`config.mk`:
```
export PLATFORM = sky130hd
export DESIGN_NAME = product_accumulator
export DESIGN_NICKNAME = d
export VERILOG_FILES = /design/src/rtl/mac_pkg.sv /design/src/rtl/acc_adder.sv /design/src/rtl/product_accumulator.sv
export SDC_FILE = /design/constraint.sdc
export NUM_CORES = 1
export LEC_CHECK = 0
export BUFFER_PORTS_ARGS = -buffer_cell sky130_fd_sc_hd__buf_2
export CORE_MARGIN = 2
export CORE_UTILIZATION = 30
export CTS_BUF_LIST = sky130_fd_sc_hd__clkbuf_4 sky130_fd_sc_hd__clkbuf_8
export CTS_CLUSTER_SIZE = 16
export DETAILED_ROUTE_END_ITERATION = 10
export HOLD_SLACK_MARGIN = 0.02
export SLEW_MARGIN = 30
export SYNTH_ARGS = -nofsm -noshare
export SYNTH_HDL_FRONTEND = slang
export SYNTH_HIERARCHICAL = 1
export SYNTH_SLANG_ARGS = --single-unit
```
`constraint.sdc`:
```
create_clock -name clk -period 2.9 [get_ports clk]
set_input_delay 0.58 -clock clk [delete_from_list [all_inputs] [get_ports clk]]
set_output_delay 0.58 -clock clk [all_outputs]
set_load 0.05 [all_outputs]
```
`src/rtl/mac_pkg.sv`:
```
// Shared definitions for the multiply/accumulate path: default widths, FSM state type
// and block-length decode.
package mac_pkg;

  localparam int unsigned PROD_W = 8;
  localparam int unsigned ACC_W  = 16;
  localparam int unsigned CNT_W  = 4;

  typedef enum logic {
    ACCUM,
    HOLD
  } state_e;

  // A zero block length means the full 2^CNT_W products.
  function automatic logic [CNT_W:0] len_decode(input logic [CNT_W-1:0] len);
    return {(len == '0), len};
  endfunction

endpackage

```
`src/rtl/acc_adder.sv`:
```
// Accumulator adder: ACC_W-bit sum plus a zero-extended PROD_W product, with carry out.
module acc_adder #(
  parameter int unsigned PROD_W = 8,
  parameter int unsigned ACC_W  = 16
) (
  input  logic [ACC_W-1:0]  acc_i,
  input  logic [PROD_W-1:0] prod_i,
  output logic [ACC_W-1:0]  sum_o,
  output logic              carry_o
);

  logic [ACC_W:0] prod_ext;
  logic [ACC_W:0] acc_ext;

  assign prod_ext = {{(ACC_W + 1 - PROD_W){1'b0}}, prod_i};
  assign acc_ext  = {1'b0, acc_i};

  assign {carry_o, sum_o} = acc_ext + prod_ext;

endmodule

```
`src/rtl/product_accumulator.sv`:
```
// Sums a programmable block of multiplier products and presents each block result,
// its product count and a sticky overflow flag over a valid/ready port.
module product_accumulator
  import mac_pkg::*;
#(
  parameter int unsigned PROD_W = mac_pkg::PROD_W,
  parameter int unsigned ACC_W  = mac_pkg::ACC_W,
  parameter int unsigned CNT_W  = mac_pkg::CNT_W
) (
  input  logic              clk,
  input  logic              rst_n,
  input  logic              clear,
  input  logic [CNT_W-1:0]  blk_len,
  input  logic              in_valid,
  output logic              in_ready,
  input  logic [PROD_W-1:0] in_product,
  output logic              out_valid,
  input  logic              out_ready,
  output logic [ACC_W-1:0]  out_sum,
  output logic [CNT_W:0]    out_count,
  output logic              out_ovf
);

  localparam logic [CNT_W:0] CntOne = 1;

  state_e             state_q, state_d;
  logic [ACC_W-1:0]   acc_q, acc_d;
  logic [CNT_W:0]     cnt_q, cnt_d;
  logic [CNT_W:0]     len_q, len_d;
  logic               ovf_q, ovf_d;
  logic [ACC_W-1:0]   sum_q, sum_d;
  logic [CNT_W:0]     count_q, count_d;
  logic               ovf_out_q, ovf_out_d;

  logic [ACC_W-1:0]   add_sum;
  logic               add_carry;
  logic [CNT_W:0]     len_cur;
  logic [CNT_W:0]     cnt_inc;

  acc_adder #(
    .PROD_W (PROD_W),
    .ACC_W  (ACC_W)
  ) u_acc_adder (
    .acc_i   (acc_q),
    .prod_i  (in_product),
    .sum_o   (add_sum),
    .carry_o (add_carry)
  );

  // Block length is latched on the first product only; later changes are ignored.
  assign len_cur = (cnt_q == '0) ? len_decode(blk_len) : len_q;
  assign cnt_inc = cnt_q + CntOne;

  assign in_ready  = rst_n && (state_q == ACCUM);
  assign out_valid = (state_q == HOLD);
  assign out_sum   = sum_q;
  assign out_count = count_q;
  assign out_ovf   = ovf_out_q;

  always_comb begin
    state_d   = state_q;
    acc_d     = acc_q;
    cnt_d     = cnt_q;
    len_d     = len_q;
    ovf_d     = ovf_q;
    sum_d     = sum_q;
    count_d   = count_q;
    ovf_out_d = ovf_out_q;

    if (clear) begin
      // Abort wins over both handshakes: offered product and held result are dropped.
      state_d   = ACCUM;
      acc_d     = '0;
      cnt_d     = '0;
      ovf_d     = 1'b0;
      sum_d     = '0;
      count_d   = '0;
      ovf_out_d = 1'b0;
    end else begin
      unique case (state_q)
        ACCUM: begin
          if (in_valid) begin
            len_d = len_cur;
            acc_d = add_sum;
            cnt_d = cnt_inc;
            ovf_d = ovf_q | add_carry;
            if (cnt_inc == len_cur) begin
              state_d   = HOLD;
              sum_d     = add_sum;
              count_d   = cnt_inc;
              ovf_out_d = ovf_q | add_carry;
            end
          end
        end
        HOLD: begin
          if (out_ready) begin
            state_d = ACCUM;
            acc_d   = '0;
            cnt_d   = '0;
            ovf_d   = 1'b0;
          end
        end
        default: state_d = ACCUM;
      endcase
    end
  end

  always_ff @(posedge clk) begin
    if (!rst_n) begin
      state_q   <= ACCUM;
      acc_q     <= '0;
      cnt_q     <= '0;
      len_q     <= '0;
      ovf_q     <= 1'b0;
      sum_q     <= '0;
      count_q   <= '0;
      ovf_out_q <= 1'b0;
    end else begin
      state_q   <= state_d;
      acc_q     <= acc_d;
      cnt_q     <= cnt_d;
      len_q     <= len_d;
      ovf_q     <= ovf_d;
      sum_q     <= sum_d;
      count_q   <= count_d;
      ovf_out_q <= ovf_out_d;
    end
  end

endmodule

```
# --- Word-level counts from Yosys, hierarchy flattened ---
# Cells that the tools add are included.
classes:
  n_addsub: 2
  n_eq_ne: 3
  mux: 14
  bitwise_logic: 4
  reduce_logical: 7
op_table:
  columns: ["cell", "n"]
  rows:
  - ["$mux W16", 2]
  - ["$pmux W16 S2", 1]
  - ["$add A16 B8 Y17", 1]
  - ["$mux W5", 3]
  - ["$pmux W5 S2", 1]
  - ["$reduce_and A3 Y1", 2]
  - ["$add A5 B1 Y5 const B", 1]
  - ["$eq A5 B5 Y1", 1]
  - ["$logic_not A5 Y1", 1]
  - ["$mux W1", 5]
  - ["$logic_not A4 Y1", 1]
  - ["$ne A2 B2 Y1 const B", 2]
  - ["$pmux W1 S2", 2]
  - ["$not A1 Y1", 3]
  - ["$reduce_and A2 Y1", 1]
  - ["$reduce_or A2 Y1", 1]
  - ["$logic_and A1 B1 Y1", 1]
  - ["$or A1 B1 Y1", 1]
totals:
  ff_bits: 50
  in_bits: 17
  out_inout_bits: 24
  elab_cells: 38

# --- Longest topological paths before layout ---
# Gate-level depths: netlist of the first run.
logic_depth:
  depth_word: 6
  mapped_depth: 10
  mapped_depth_nobuf: 8

# --- Modules after synthesis ---
# Netlist of the first run, hierarchy kept.
modules_own_cells:
  columns: ["module", "n_inst", "cells_each", "area_per_inst_um2", "seq_area_each_um2"]
  rows:
  - ["product_accumulator", 1, 225, 2030.7, 1001.0]
  - ["acc_adder", 1, 84, 594.3, 0.0]

# --- Least setup slack after synthesis of the first run ---
# No wires, ideal clock.
synth_path:
  kind: "reg-to-reg"
  start: "register cnt_q[0]"
  end: "register count_q[1] (netlist: out_count[1])"
  setup_time_ns: 0.132
  arrival_time_ns: 2.266
  required_ns: 2.768
  setup_slack_ns: 0.502
  stages_incl_launch_ff: 11
  n_path_buf: 2
  synth_period_minus_slack_ns: 2.398
  cell_sequence: "dfxtp_1 inv_1 ha_1 nor4b_4 mux2i_1 xor2_1 or4_1 buf_2 buf_6 o21ai_1 a21oi_1"
synth_via:
  word_cells_on_any_way: 5
  cone_classes: "1 x add/sub; 1 x eq/ne; 1 x mux; 2 x reduce/logical"
synth_rtl:
  columns: ["item", "line", "source"]
  rows:
  - ["from (decl)", "product_accumulator.sv:28", "logic [CNT_W:0] cnt_q, cnt_d;"]
  - ["from (signal assigned)", "product_accumulator.sv:121", "cnt_q <= cnt_d;"]
  - ["$add A5 B1 Y5", "product_accumulator.sv:52", "assign cnt_inc = cnt_q + CntOne;"]
  - ["net cnt_inc[0]", "product_accumulator.sv:38", "logic [CNT_W:0] cnt_inc;"]
  - ["$eq A5 B5 Y1", "product_accumulator.sv:87", "if (cnt_inc == len_cur) begin"]
  - ["$reduce_and A3 Y1 (no line)", null, null]
  - ["to (signal assigned)", "product_accumulator.sv:125", "count_q <= count_d;"]
  - ["to (decl)", "product_accumulator.sv:32", "logic [CNT_W:0] count_q, count_d;"]
# The timed path passes the listed nets, and every way through them passes these cells.
# A chain may end at the register's enable or synchronous reset.

# --- Worst setup path in the final report of the first run ---
# Same ends and word-level chain as after synthesis.

==> results of run 1 <==
## power breakdown
part           internal (mW)  leakage (nW)  switching (mW)
registers              0.697         0.404         0.00771
logic                 0.0764         0.746           0.141
clock network          0.277        0.0593           0.228
## cell type report
class,count,area share [%]
Sequential cell,50,32.60
Inverter,4,0.4890
Multi-Input combinational cell,236,50.08
Timing Repair Buffer,49,8.720
Clock inverter,1,0.9780
Clock buffer,7,2.730
Tap cell,108,4.401
## worst max path at each step
| stage | start | to | slack (ns) | depth (start not counted) |
|---|---|---|---|---|
| 4_1_cts | cnt_q[0]$_SDFFE_PP0P_ | out_count[1]$_SDFFE_PP0P_ | 0.18 | 10 |
| 2_1_floorplan | cnt_q[0]$_SDFFE_PP0P_ | out_count[1]$_SDFFE_PP0P_ | 0.50 | 10 |
| 3_5_place_dp | blk_len[3] | out_sum[8]$_SDFFE_PP0P_ | 0.18 | 8 |
| 5_1_grt | cnt_q[0]$_SDFFE_PP0P_ | out_sum[1]$_SDFFE_PP0P_ | 0.12 | 10 |
| 3_3_place_gp | blk_len[3] | out_sum[0]$_SDFFE_PP0P_ | 0.24 | 8 |
| 6_report | cnt_q[0]$_SDFFE_PP0P_ | out_count[1]$_SDFFE_PP0P_ | 0.32 | 10 |
## timing repair
item	in CTS	in global routing
resized for setup	0	1
endpoints found under the hold margin	0	0
setup endpoints to repair	0	4
## Yosys cell counts, drive strengths merged
cell and number:
and2 1, a41oi 1, xor2 9, nand4 3
o41ai 1, nor2b 7, or4 3, a21o 2
nor4 4, ha 10, nand3b 1, mux2i 11
nor3 5, fa 1, a2111oi 1, nand2 8
a22oi 18, o2111ai 1, a211oi 7, dfxtp 50
nor4b 2, o21ai 23, buf 7, xnor2 10
nand3 25, a21oi 32, a221oi 2, nor2 36
nand2b 4, and3 6, clkbuf 12, inv 4
o211ai 2
## layer usage
layer	track usage [%]	vias up	wire length (µm)
met5	0	-	0
met4	2.564	0	56
met3	2.590	4	283
met2	21.06	55	2773
met1	19.78	1111	3309
li1	-	1203	-
## layout by cell type, fill, tap and decap left out, types with 10 or more instances in the layout
| cell type | netlist | routed |
|---|---|---|
| mux2i_1 | 11 | 11 |
| buf_2 | 4 | 40 |
| o21ai_1 | 11 | 11 |
| a21oi_1 | 32 | 32 |
| dfxtp_1 | 50 | 50 |
| nand3_1 | 25 | 25 |
| nor2_1 | 35 | 35 |
| o21ai_0 | 12 | 12 |
| ha_1 | 10 | 10 |
| a22oi_1 | 18 | 18 |
| xnor2_1 | 10 | 10 |
## metrics by stage
step,worst slack [ns],instances,power [mW]
after floorplan,0.5023,309,0.8746
after global placement,0.2379,447,0.9328
after detailed placement,0.1786,447,0.9359
after CTS,0.1771,455,1.441
after global routing,0.1249,455,1.491
final,0.3238,455,1.427
## logic make-up (layout without fill, tap and decap cells)
group / after synthesis / after routing / share of synthesized area (%)
compound gates: 90 / 90 / 21.02
buf+inv: 23 / 61 / 3.765
flops: 50 / 50 / 38.13
fa+ha+maj: 11 / 11 / 5.529
xor+xnor: 19 / 19 / 6.339
simple gates: 105 / 105 / 21.02
mux: 11 / 11 / 4.195
## state kept, by name, summed over array words and instances, names as in the netlist
name       flops
ovf_q          1
out_valid      1
out_count      5
out_sum       16
len_q          5
cnt_q          5
out_ovf        1
acc_q         16
## tightest hold or removal path, stage by stage, from the launching register on
cell,delay (ns)
dfxtp_1,0.32
o21ai_1,0.06
a21oi_1,0.06
==> impl_metrics.ini, run 1 <==
[route]
drc = 0
vias = 2373
drt_wl_total_mm = 6.422
post_drt_wl_per_cell_um = 14.11
drt-initial-drc-count = 152
via_per_inst = 5.215
ant_nets = 0
drt_first_pass_iters = 4

[floorplan]
die_w_um = 97.54
die_h_um = 97.54
start_util_pct = 30.55
dieArea_um2 = 9514
core_um2 = 8593
num_rows = 34
ioPinCount = 41

[clocking]
cts_sinks = 50
postCtsSetupRepairBufs = 0
cts-root-buf = clkbuf_8
clkTransAtPathRegs_ns = 0.08
cts_buffers = 5
cts_hold_buf = 0
cts.path.max_buffers = 2
clock_latency_ns = 0.30
tritoncts = yes
cts_max_level = 2

[yosys]
yosys_warnings = 6
ys_seq_elements = 50
synth.distinct_cells = 42
synthesis.area_um2 = 2625
synth_top_area_cell = dfxtp_1
syn-instance-count = 309
synth_top_area_share_pct = 38.13
synth_nets = 337
ys_top_cells_by_area = dfxtp_1 38%, a21oi_1 6.1%, a22oi_1 5.1%
yosysSeqAreaShare_pct = 38.13
avgSynthCellArea_um2 = 8.495

[sta]
setup_violations = 0
fin_skew_ns = 0.01017
hold_ws_ns = 0.4831
tns_ns = 0
rsz0062_at_grt = false
min_period_over_period_pct = 88.84
slew_headroom_pct = 57.53
tightest_slew_ns = 0.6355
max_freq_mhz = 388.2
slew_violations = 0
finalHoldViolCount = 0
min_period_ns = 2.576

[placement]
numPortBuffers = 40
globalplace.congestion = 0.7708
dp_hpwl_mm = 4.591
place_area_um2 = 2953

[worst_hold_path]
hold_depth = 2
hold_end = out_sum[2]$_SDFFE_PP0P_
hp-class = register to register
min_from = out_sum[2]$_SDFFE_PP0P_

[worst_setup_path]
crit_buf_inv = 3
slowest_stage = or4_4
cp_max_fo = 10
slowest_delay_ns = 0.63
ff2ff_path_depth = 10
cp-start-kind = register
r2r-end = out_count[1]$_SDFFE_PP0P_
path_class = register to register
critPathRequiredTime_ns = 3.06
r2r_setup_slack_ns = 0.32
worstPathArrival_ns = 2.74
worstReg2RegStart = cnt_q[0]$_SDFFE_PP0P_
path_delay_family = simple AND/OR/NAND/NOR gates
path_cells = inv_1 -> ha_1 -> nor4b_4 -> buf_4 -> mux2i_1 -> xor2_1 -> or4_4 -> buf_4 -> o21ai_1 -> a21oi_1
cp_common_cell = buf_4
cp-end-kind = register

[grt]
antenna_found_initial = 0
grt_pass1_wl_mm = 10.97
grt_usage_pct = 13.59
grt_start_max_net_pins = 46
grt.overflow.total = 0
grt_pass1_vias = 2315

[final_layout]
layout.nets = 374
multi_input_area_um2 = 1538
antenna_cells = 0
fin_area_um2 = 3070
num-fill-cells = 920
syn2layout_area_growth_pct = 16.97
regArea_um2 = 1001
drive_gt1_share_pct = 19.02
fin_util_pct = 35.73

[flow_run]
max_cap_viol_count = 0

[outcome]
outcome = completed

[power]
leakage_nw = 1.210
p_per_area_nw_per_um2 = 464.9
ir_drop_v = 0.0002955
Note: power is estimated with default switching activity, not from simulation.
==> inputs of run 2 (changes only) <==
--- a/config.mk
+++ b/config.mk
@@ -6,12 +6,15 @@
 export NUM_CORES = 1
 export LEC_CHECK = 0
 export BUFFER_PORTS_ARGS = -buffer_cell sky130_fd_sc_hd__buf_2
+export CELL_PAD_IN_SITES_DETAIL_PLACEMENT = 1
+export CELL_PAD_IN_SITES_GLOBAL_PLACEMENT = 1
 export CORE_MARGIN = 2
 export CORE_UTILIZATION = 30
 export CTS_BUF_LIST = sky130_fd_sc_hd__clkbuf_4 sky130_fd_sc_hd__clkbuf_8
 export CTS_CLUSTER_SIZE = 16
 export DETAILED_ROUTE_END_ITERATION = 10
 export HOLD_SLACK_MARGIN = 0.02
+export PLACE_DENSITY_LB_ADDON = 0.1
 export SLEW_MARGIN = 30
 export SYNTH_ARGS = -nofsm -noshare
 export SYNTH_HDL_FRONTEND = slang
==> run 2 against run 1 <==
Effect of this change: critical path depth unchanged; power shrank 5.5%; final cell count increased by 1.1%; critical endpoint is now out_sum[15]$_SDFFE_PP0P_; largest power group unchanged; via count rose by 1.3%; non-clock buffer count rose by 6; largest cell class unchanged.
==> impl_metrics.ini, run 2 (synthesis results as in run 1) <==
[sta]
slew_violations = 0
min_period_over_period_pct = 89.17
tightest_slew_ns = 0.5836
fin_skew_ns = 0.01395
hold_ws_ns = 0.4843
finalHoldViolCount = 0
tns_ns = 0
setup_violations = 0
max_freq_mhz = 386.7
rsz0062_at_grt = false
slew_headroom_pct = 60.86
min_period_ns = 2.586

[clocking]
clkTransAtPathRegs_ns = 0.09
cts_hold_buf = 0
cts_max_level = 2
cts_buffers = 5
clock_latency_ns = 0.30
cts-root-buf = clkbuf_8
ctsResizeCount = 0
tritoncts = yes
cts_sinks = 50
postCtsSetupRepairBufs = 0
cts.path.max_buffers = 2

[worst_setup_path]
slowest_stage = or4_1
cp-start-kind = register
r2r_setup_slack_ns = 0.31
cp_common_cell = buf_4
path_cells = inv_1 -> ha_1 -> nor4b_4 -> buf_4 -> mux2i_1 -> xor2_1 -> or4_1 -> buf_4 -> o21ai_0 -> a21oi_1
crit_buf_inv = 3
critPathRequiredTime_ns = 3.09
worstReg2RegStart = cnt_q[0]$_SDFFE_PP0P_
cp_max_fo = 8
cp-end-kind = register
slowest_delay_ns = 0.64
path_delay_family = simple AND/OR/NAND/NOR gates
ff2ff_path_depth = 10
r2r-end = out_sum[15]$_SDFFE_PP0P_
path_class = register to register
worstPathArrival_ns = 2.77

[worst_hold_path]
min_from = out_sum[9]$_SDFFE_PP0P_
hp-class = register to register
hold_end = out_sum[9]$_SDFFE_PP0P_
hold_depth = 2

[route]
ant_nets = 0
vias = 2405
post_drt_wl_per_cell_um = 16.13
drt_first_pass_iters = 4
drt_wl_total_mm = 7.421
via_per_inst = 5.228
drc = 0
drt-initial-drc-count = 138

[grt]
grt_start_max_net_pins = 25
antenna_found_initial = 0
grt_pass1_vias = 2457
grt_usage_pct = 16.03
grt.overflow.total = 0
grt_pass1_wl_mm = 12.54

[placement]
dp_hpwl_mm = 5.333
globalplace.congestion = 0.7290
place_area_um2 = 2998
dpl.cell_count = 453
numPortBuffers = 40

[final_layout]
antenna_cells = 0
num-fill-cells = 1059
layout.nets = 380
mostFrequentLayoutCell = dfxtp_1
drive_gt1_share_pct = 19.89
fin_area_um2 = 3082
layout_common_cells = 50 x dfxtp_1, 40 x buf_2, 35 x nor2_1
instances_no_fill = 460
syn2layout_area_growth_pct = 17.40

[power]
power_mw = 1.348
leakage_nw = 1.216
ir_drop_v = 0.0001762
p_per_area_nw_per_um2 = 437.5

[floorplan]
die_h_um = 97.54
ioPinCount = 41
core_um2 = 8593
num_rows = 34
start_util_pct = 30.55
dieArea_um2 = 9514
die_w_um = 97.54

[outcome]
outcome = completed

[flow_run]
max_cap_viol_count = 0
[run 2: cell count changes in the layout (fill, tap and decap cells not counted)]
cell,previous run,this run
or4_4,1,0
bufinv_16,1,0
buf_4,9,15
clkinvlp_4,0,1
or4_1,2,3
clkbuf_4,2,1
[run 2: worst max-delay path by stage]
| stage | startpoint | to | cells after the start | slack [ns] |
|---|---|---|---|---|
| global placement | blk_len[3] | out_sum[8]$_SDFFE_PP0P_ | 8 | 0.30 |
| floorplan | cnt_q[0]$_SDFFE_PP0P_ | out_count[1]$_SDFFE_PP0P_ | 10 | 0.50 |
| global route | cnt_q[0]$_SDFFE_PP0P_ | out_sum[15]$_SDFFE_PP0P_ | 10 | 0.07 |
| finish | cnt_q[0]$_SDFFE_PP0P_ | out_sum[15]$_SDFFE_PP0P_ | 10 | 0.31 |
| CTS | cnt_q[0]$_SDFFE_PP0P_ | out_sum[14]$_SDFFE_PP0P_ | 10 | 0.27 |
| detailed placement | in_product[0] | ovf_q$_SDFFE_PP0P_ | 9 | 0.23 |
[run 2: final cells by class]
class                   instances  area (µm²)  area share (%)
repair buffers                 55       312.8           10.15
inverters                       4       15.01          0.4872
clock inverters                 1       7.507          0.2436
clock buffers                   6       76.32           2.477
well taps                     108       135.1           4.385
multi-input cells             236        1534           49.78
flip-flops and latches         50        1001           32.48
[run 2: tightest hold or removal path: stages, from the launching register on]
cell and delay (ns):
dfxtp_1 0.32, o21ai_0 0.07, a21oi_1 0.06
[run 2: power breakdown]
| group | leakage (nW) | total, mW | internal, mW | switching (mW) |
|---|---|---|---|---|
| logic | 0.771 | 0.232 | 0.0811 | 0.151 |
| clock network | 0.0407 | 0.411 | 0.176 | 0.236 |
| registers | 0.404 | 0.705 | 0.697 | 0.00753 |
| total | 1.22 | 1.35 | 0.954 | 0.394 |
[run 2: metrics by stage]
step                      utilization, %  setup slack, ns
after floorplan                        -           0.5023
after global placement             34.89           0.3041
after detailed placement           34.89           0.2300
after CTS                          35.86           0.2658
after global routing               35.86          0.06828
final                              35.86           0.3141
[run 2: routing by layer]
metal	track usage, %	routed length [µm]	share of wire (%)
met5	0	0	0
met4	3.526	56	0.75
met3	2.878	199	2.7
met2	24.88	3287	44
met1	23.21	3876	52
==> inputs of run 3 (changes only) <==
--- a/config.mk
+++ b/config.mk
@@ -15,6 +15,7 @@
 export DETAILED_ROUTE_END_ITERATION = 10
 export HOLD_SLACK_MARGIN = 0.02
 export PLACE_DENSITY_LB_ADDON = 0.1
+export SETUP_SLACK_MARGIN = 0.4
 export SLEW_MARGIN = 30
 export SYNTH_ARGS = -nofsm -noshare
 export SYNTH_HDL_FRONTEND = slang
==> constraint.sdc (replaced) <==
create_clock -name clk -period 2.8 [get_ports clk]
set_input_delay 0.56 -clock clk [delete_from_list [all_inputs] [get_ports clk]]
set_output_delay 0.56 -clock clk [all_outputs]
set_load 0.05 [all_outputs]
==> run 3 against run 2 <==
Effect of this change: first-iteration DRC count fell by 50%; routed wire length is 0.81% higher; critical path depth down 2; critical endpoint is now out_sum[9]$_SDFFE_PP0P_; largest cell class unchanged.
==> impl_metrics.ini, run 3 (synthesis results as in run 1) <==
[final_layout]
mostFrequentLayoutCell = dfxtp_1
antenna_cells = 0
layout_common_cells = 49 x dfxtp_1, 40 x buf_2, 35 x nor2_1
layout.nets = 387
fin_util_pct = 38.60
syn2layout_area_growth_pct = 26.36
drive_gt1_share_pct = 26.39

[clocking]
cts_sinks = 50
clock_latency_ns = 0.31
tritoncts = yes
cts_buffers = 5
cts.path.max_buffers = 2
cts_hold_buf = 0
cts_max_level = 2
clkTransAtPathRegs_ns = 0.11
cts-root-buf = clkbuf_8

[sta]
min_period_ns = 2.406
rsz0062_at_grt = true
slew_violations = 0
finalHoldViolCount = 0
slew_headroom_pct = 50.49
min_period_over_period_pct = 85.94
max_freq_mhz = 415.6
setup_violations = 0
fin_skew_ns = 0.01222
tns_ns = 0
tightest_slew_ns = 0.7426

[placement]
numPortBuffers = 40
globalplace.congestion = 0.7275
dp_hpwl_mm = 5.404

[floorplan]
num_rows = 34
core_um2 = 8593
die_w_um = 97.54
dieArea_um2 = 9514
die_h_um = 97.54
start_util_pct = 30.55
ioPinCount = 41

[flow_run]
max_cap_viol_count = 0

[route]
ant_nets = 0
drc = 0
drt_first_pass_iters = 4
via_per_inst = 5.152
drt-initial-drc-count = 69
post_drt_wl_per_cell_um = 15.99
drt_wl_total_mm = 7.481
vias = 2411

[worst_setup_path]
cp-start-kind = input pin
cp-end-kind = register
path_class = input pin to register
cp_max_fo = 8
worstPathArrival_ns = 2.58
critPathRequiredTime_ns = 2.98

[grt]
grt_pass1_vias = 2364
grt_start_max_net_pins = 32
antenna_found_initial = 0
grt_pass1_wl_mm = 12.74
grt_usage_pct = 16.22
grt.overflow.total = 0

[worst_hold_path]
hp-class = input pin to register

[power]
ir_drop_v = 0.0002263
p_per_area_nw_per_um2 = 469.2
leakage_nw = 1.283

[outcome]
outcome = completed
[run 3: cell types whose count changed in the layout (fill, tap and decap cells not counted), moves of 4 or more]
cell / delta
mux2i_4: +4
mux2i_1: -4
xor2_1: -4
buf_6: +5
xor2_2: +4
[run 3: power breakdown]
part           switching, mW  internal [mW]
combinational          0.166          0.106
sequential           0.00814          0.722
clock                  0.282          0.273
total                  0.456           1.10
[run 3: worst max-delay path, stage by stage]
cell     delay (ns)
buf_2          0.12
nor4_1         0.59
mux2i_4        0.16
xor2_2         0.18
or4_4          0.56
buf_6          0.16
o21ai_0        0.15
a21oi_1        0.09
[run 3: final cells by class]
type	count	area [µm²]
repair buffers	62	396.6
inverters	4	15.01
multi-input cells	236	1648
clock buffers	5	68.82
well taps	108	135.1
fillers	1030	5276
clock inverters	3	48.80
flip-flops and latches	50	1005
[run 3: timing repair]
item                                    in CTS  in global routing
resized for setup                           11                 18
buffers inserted                             3                  1
pin swaps                                    1                  0
endpoints found under the setup margin      22                 22
[run 3: path summary, 6_finish.rpt]
kind | startpoint | endpoint | slack (ns) | cells past startpoint
worst max-delay path | blk_len[3] | out_sum[9]$_SDFFE_PP0P_ | 0.39 | 8
worst min register to register | out_sum[12]$_SDFFE_PP0P_ | out_sum[12]$_SDFFE_PP0P_ | 0.48 | 2
worst max register to register | cnt_q[1]$_SDFFE_PP0P_ | out_sum[9]$_SDFFE_PP0P_ | 0.40 | 10
worst min-delay path | out_ready | ovf_q$_SDFFE_PP0P_ | 0.46 | 2
[run 3: metal layers]
layer  global-route usage [%]  vias to the layer above  part of all wire (%)
met2                    24.99                       31                    45
met5                        0                        -                     0
met4                    3.846                        0                  0.99
met3                    2.446                        5                   2.5
li1                         -                     1221                     -
met1                    23.85                     1154                    51
[run 3: through the flow]
stage / hold slack (ns) / total power [mW] / setup WS [ns] / cell area [µm²] / std cells
2_1_floorplan: 0.4636 / 0.9058 / 0.4023 / 2625 / 309
3_3_place_gp: 0.4617 / 0.9900 / 0.2253 / 3033 / 456
3_5_place_dp: 0.4683 / 0.9926 / 0.2085 / 3033 / 456
4_1_cts: 0.4590 / 1.571 / 0.3799 / 3229 / 467
5_1_grt: 0.4675 / 1.631 / 0.2905 / 3317 / 468
6_report: 0.4624 / 1.556 / 0.3938 / 3317 / 468
